<file path="src/rtl/rd_req_generator_pkg.sv">
// Shared types, default widths and width helpers for the read-request generator.
package rd_req_generator_pkg;

    localparam int DEFAULT_ADDR_WIDTH      = 58;
    localparam int DEFAULT_USER_TAG_WIDTH  = 8;
    localparam int DEFAULT_LEN_WIDTH       = 32;
    localparam int DEFAULT_MAX_OUTSTANDING = 64;

    typedef enum logic [1:0] {
        IDLE,
        ISSUE,
        DRAIN
    } state_t;

    // Bits needed to hold every value from 0 up to and including max_count.
    function automatic int cnt_width(input int max_count);
        return $clog2(max_count + 1);
    endfunction

endpackage

</file>
<file path="src/rtl/rd_credit_counter.sv">
// Outstanding-line counter: counts issued-but-unconsumed lines and flags when
// another request may be issued without exceeding the limit.
module rd_credit_counter
    import rd_req_generator_pkg::*;
#(
    parameter int MAX_OUTSTANDING = DEFAULT_MAX_OUTSTANDING,
    parameter int CNT_WIDTH       = cnt_width(MAX_OUTSTANDING)
) (
    input  logic clk,
    input  logic rst_n,
    input  logic inc,
    input  logic dec,
    output logic credit_avail
);

    logic [CNT_WIDTH-1:0] count;

    // NOTE: sequential state uses non-blocking assignments so every flop
    // samples pre-edge values regardless of statement order.
    always_ff @(posedge clk or negedge rst_n) begin
        if (!rst_n) begin
            count <= '0;
        end else begin
            case ({inc, dec})
                2'b10:   count <= count + CNT_WIDTH'(1);
                // A stray response with nothing outstanding must not wrap the count.
                2'b01:   if (count != '0) count <= count - CNT_WIDTH'(1);
                default: count <= count;
            endcase
        end
    end

    assign credit_avail = (count < CNT_WIDTH'(MAX_OUTSTANDING));

endmodule

</file>
<file path="src/rtl/rd_req_generator.sv">
// Command-driven read-request generator: expands (base, line count) into one
// tagged request per cache line, throttled by outstanding-line credits.
module rd_req_generator
    import rd_req_generator_pkg::*;
#(
    parameter int ADDR_WIDTH      = DEFAULT_ADDR_WIDTH,
    parameter int USER_TAG_WIDTH  = DEFAULT_USER_TAG_WIDTH,
    parameter int LEN_WIDTH       = DEFAULT_LEN_WIDTH,
    parameter int MAX_OUTSTANDING = DEFAULT_MAX_OUTSTANDING
) (
    input  logic                      clk,
    input  logic                      rst_n,
    input  logic [ADDR_WIDTH-1:0]     cmd_addr,
    input  logic [LEN_WIDTH-1:0]      cmd_num_lines,
    input  logic                      cmd_valid,
    output logic                      cmd_ready,
    output logic [ADDR_WIDTH-1:0]     usr_tx_rd_addr,
    output logic [USER_TAG_WIDTH-1:0] usr_tx_rd_tag,
    output logic                      usr_tx_rd_valid,
    input  logic                      usr_tx_rd_free,
    input  logic                      rsp_valid,
    input  logic                      rsp_ready,
    output logic                      busy,
    output logic                      done,
    output logic [LEN_WIDTH-1:0]      lines_issued
);

    localparam int CNT_WIDTH = cnt_width(MAX_OUTSTANDING);

    state_t                state;
    logic [ADDR_WIDTH-1:0] base_addr;
    logic [LEN_WIDTH-1:0]  num_lines;
    logic [LEN_WIDTH-1:0]  line_idx;
    logic [LEN_WIDTH-1:0]  consumed;
    logic                  credit_avail;
    logic                  rd_fire;
    logic                  rsp_fire;

    // Responses seen while no command is active belong to nothing and are dropped.
    assign rsp_fire = rsp_valid & rsp_ready & busy;
    assign rd_fire  = (state == ISSUE) & usr_tx_rd_free & credit_avail;

    assign usr_tx_rd_valid = rd_fire;
    assign usr_tx_rd_addr  = base_addr + ADDR_WIDTH'(line_idx);
    assign usr_tx_rd_tag   = line_idx[USER_TAG_WIDTH-1:0];
    assign lines_issued    = line_idx;

    rd_credit_counter #(
        .MAX_OUTSTANDING (MAX_OUTSTANDING),
        .CNT_WIDTH       (CNT_WIDTH)
    ) u_credit (
        .clk          (clk),
        .rst_n        (rst_n),
        .inc          (rd_fire),
        .dec          (rsp_fire),
        .credit_avail (credit_avail)
    );

    always_ff @(posedge clk or negedge rst_n) begin
        if (!rst_n) begin
            state     <= IDLE;
            base_addr <= '0;
            num_lines <= '0;
            line_idx  <= '0;
            consumed  <= '0;
            busy      <= 1'b0;
            done      <= 1'b0;
            cmd_ready <= 1'b1;
        end else begin
            done <= 1'b0;
            if (rsp_fire) begin
                consumed <= consumed + LEN_WIDTH'(1);
            end

            case (state)
                IDLE: begin
                    if (cmd_valid) begin
                        base_addr <= cmd_addr;
                        num_lines <= cmd_num_lines;
                        line_idx  <= '0;
                        consumed  <= '0;
                        busy      <= 1'b1;
                        cmd_ready <= 1'b0;
                        // An empty command skips straight to completion.
                        state     <= (cmd_num_lines == '0) ? DRAIN : ISSUE;
                    end
                end

                ISSUE: begin
                    if (rd_fire) begin
                        line_idx <= line_idx + LEN_WIDTH'(1);
                        if (line_idx == num_lines - LEN_WIDTH'(1)) begin
                            state <= DRAIN;
                        end
                    end
                end

                DRAIN: begin
                    if (consumed == num_lines) begin
                        done      <= 1'b1;
                        busy      <= 1'b0;
                        cmd_ready <= 1'b1;
                        state     <= IDLE;
                    end
                end

                default: state <= IDLE;
            endcase
        end
    end

endmodule

</file>
<file path="config.mk">
export PLATFORM = sky130hd
export DESIGN_NAME = rd_req_generator
export DESIGN_NICKNAME = d
export VERILOG_FILES = /design/src/rtl/rd_req_generator_pkg.sv /design/src/rtl/rd_credit_counter.sv /design/src/rtl/rd_req_generator.sv
export SDC_FILE = /design/constraint.sdc
export NUM_CORES = 1
export LEC_CHECK = 0
export ABC_CLOCK_PERIOD_IN_PS = 2850
export CAP_MARGIN = 20
export CORE_ASPECT_RATIO = 0.6
export CORE_MARGIN = 10
export CORE_UTILIZATION = 29
export CTS_CLUSTER_SIZE = 40
export DETAILED_ROUTE_END_ITERATION = 16
export GPL_TIMING_DRIVEN = 0
export HOLD_SLACK_MARGIN = 0.15
export PLACE_DENSITY = 0.6
export SETUP_SLACK_MARGIN = 0.02
export SYNTH_ARGS = -nofsm -noshare
export SYNTH_HDL_FRONTEND = slang
export SYNTH_SLANG_ARGS = --single-unit
</file>
<file path="constraint.sdc">
create_clock -name clk -period 2.85 [get_ports clk]
set_input_delay 0.285 -clock clk [delete_from_list [all_inputs] [get_ports clk]]
set_output_delay 0.285 -clock clk [all_outputs]
set_load 0.01 [all_outputs]
</file>
==> metrics.txt <==
Initial Util 29.33%; FF-to-FF Start num_lines[0]$_DFFE_PN0P_; TritonCTS clock tree yes; initial drt markers between 900 and 1000; Data arrival, critical path around 3600 ps; antenna-violating nets left 0; hold depth 3; critical-path cell list ha_4 -> inv_2 -> fa_2 -> nand2b_4 -> a21oi_4 -> o211ai_1 -> buf_4 -> o211ai_1 -> buf_4 -> nor4b_4 -> buf_6 -> o2111ai_4 -> buf_6 -> a21oi_2 -> xor2_1 -> buf_2; drt via density 5.038; Post-Place Cells ~2100; Clock Skew 10.23 ps; Worst R2R End state[0]$_DFFE_PN0P_; Req. time, crit path 2570 ps; Synthesized Nets 1490; vias in the first global route 10690; FF+latch count, synth 166; Setup crit start lines_issued[0]$_DFFE_PN0P_; Layout Nets 1776; static leakage power a little over 7 nW; Die Wd 271.9 microns; power share of the clock group 30.9%; layout cells sized above 1 21.62%; measured slew at the worst slew-check pin 1152 ps; Post-synth top flop dfrtp_1; final hold violations 0; Clock Sinks 166; Synth area leader dfrtp_1; VDD IR max between 0.5 and 0.6 mV; Synth async-reset ratio 100.0%; # DRC 0; DIE HEIGHT about 170 microns; Final GP Congestion 0.8926; Setup violations, final 49; Switching Share 34.26%; row cnt 55; Max Clk Rate 0.2606 GHz; IO Count 198; all-layer global routing usage 18.42%; commonest cells in the netlist nand2_1, dfrtp_1, xnor2_1; routed len/inst 20.41 microns; GRT overflow 0; EDFF count, synth 0; first-pass GRT wire length 65.14 mm; setup_tns -33030 ps; final worst setup slack -987.8 ps; Distinct cells, synth 64; Critical Path End Type output port; post-DP HPWL approximately 32 mm; r2r setup slk 60 ps; antenna diode count 0; Cell Area, Synth 11040 sq um; drt first pass iters 5; initial antenna violation count 0; sequential-to-total area share from yosys stat 37.63%; Core Area 37640 sq um; Int Power 0.005392 W; clk slew on worst S/H paths 70 ps; Worst setup SP type register; Area contributors post-synth dfrtp_1, nand2_1, xnor2_1; Port Buffers between 150 and 200; Slew Limit Fails 0; max-cap viol count 0; failing checks negative setup slack; routed wire length 44.16 mm; period utilization 134.7%; area delta synth->final 42.78%; Cells after Synth 1352; top cell type's share of synthesized area 37.39%; fill cell count roughly 3800; post-layout util 41.88%; clock buffer count from CTS 17; RSZ-0062 raised after global routing true; most common cell in the synthesized netlist nand2_1; CP max-delay cell dfrtp_2; H-tree depth 4; R2R cell count 10; Tmin final around 3800 ps; Worst Path Max Fanout 5; net switching power 0.002810 W; Post-Synthesis Mean Instance Area ~8.2 sq um; Sequential Area 4182 sq um; crit path kind register to output port; hold path start cmd_addr[20]; Multi-input gate area 7442 sq um; Non-Filler Instances around 2200; status finished with violations; largest net degree at the start of global routing 99; DIE AREA around 47000 sq um; Clock Path Buffers 2; crit-path max cell delay 410 ps; clock root cell clkbuf_16; clk_lat worst skew 470 ps; slew margin rel. 22.50%; Seq pwr share 35.3%; Comb pwr share approximately a third; Hold Path Class input port to register; synth warn 0; hold worst-path end base_addr[20]$_DFFE_PN0P_; PwrDens 520.3 nW/um^2; DR vias 10900
-- cell type report --
| type | instances | share of cell area, % |
|---|---|---|
| Multi-Input combinational cell | 1084 | 47.21 |
| Sequential cell | 166 | 26.52 |
| Timing Repair Buffer | 280 | 15.73 |
| Tap cell | 513 | 4.071 |
| Clock buffer | 20 | 2.897 |
| Buffer | 60 | 1.833 |
| Clock inverter | 12 | 1.048 |
| Inverter | 29 | 0.6905 |
-- critical path, delay by kind of cell, from the launching register on --
kind / cells / cell delay [ps]
flops: 1 / 410
simple gates: 2 / 360
fa+ha+maj: 2 / 490
xor+xnor: 1 / 130
buf+inv: 6 / 900
compound gates: 5 / 780
-- layout by cell type, fill, tap and decap left out, drive strengths merged, types with 12 or more instances in the layout --
cell           synthesis  routed
nor2                  94      94
nor4                  24      24
dfrtp                165     165
clkbuf                57      63
nor3                  20      20
clkdlybuf4s50          0     142
xor2                  80      80
a21o                  15      15
inv                   29      33
xnor2                 99      99
nand4                 38      38
and3                  25      25
or3                   17      17
ha                    40      40
nand2                342     342
o21ai                 48      48
a21oi                 76      76
buf                   17     151
nand3                 44      44
a21boi                12      12
-- repair_timing --
action                                  4_1_cts  5_1_grt
hold buffers                                  1        0
endpoints found under the setup margin      116      111
gates resized for setup                     359      104
setup buffers                                53       31
gates cloned                                  1        1
pin swaps                                    69       65
endpoints found under the hold margin        68        0
-- worst max path at each step --
stage | end | slack, ps | cells past startpoint
global placement | lines_issued[1]$_DFFE_PN0P_ | -6490 | 1
CTS | usr_tx_rd_addr[50] | -980 | 15
global route | usr_tx_rd_addr[50] | -1130 | 15
finish | usr_tx_rd_addr[54] | -990 | 16
detailed placement | usr_tx_rd_addr[51] | -1810 | 10
floorplan | usr_tx_rd_addr[50] | -130 | 11
-- flip-flops by register name, indices dropped and copies added, names as in the netlist --
signal and cells:
consumed 32, cmd_ready 1, state 2, done 1
lines_issued 32, u_credit.count 7, num_lines 32, base_addr 58
busy 1
-- cells by family (layout without fill, tap and decap cells) --
kind of cell    count (synthesis)  count (layout)  synth area share, %
mux                             8               8               0.7479
fa+ha+maj                      42              42                4.895
compound gates                201             202                11.29
simple gates                  653             653                27.35
flops                         166             166                37.63
xor+xnor                      179             179                14.20
buf+inv                       103             401                3.887
-- through the flow --
| step | power (W) | worst slack [ps] | instance area (sq um) | hold slack, ps |
|---|---|---|---|---|
| detailed placement | 0.005253 | -1813 | 13740 | 292.5 |
| CTS | 0.008073 | -982.9 | 15160 | 326.9 |
| global route | 0.008612 | -1126 | 15770 | 356.7 |
| global placement | 0.005205 | -6495 | 13710 | 450.3 |
| floorplan | 0.004110 | -128.6 | 11100 | -10.59 |
| finish | 0.008203 | -987.8 | 15770 | 342.3 |
-- layer usage --
metal	share of wire, %	routed length, microns	vias up	GRT usage (%)
li1	-	-	5182	-
met1	47	20680	5290	25.45
met2	41	18020	384	25.34
met3	11	4763	47	8.197
met4	1.6	702	0	4.838
met5	0	0	-	0
-- power by group through the flow --
stage / Sequential, W / Clock [W] / Combinational, W
3_5_place_dp: 0.00293 / 0 / 0.00232
5_1_grt: 0.00292 / 0.00268 / 0.00301
6_report: 0.00289 / 0.00253 / 0.00278
4_1_cts: 0.00286 / 0.00258 / 0.00263
2_1_floorplan: 0.00282 / 0 / 0.00129
3_3_place_gp: 0.00292 / 0 / 0.00228
Power figures use the tool's default switching activity.
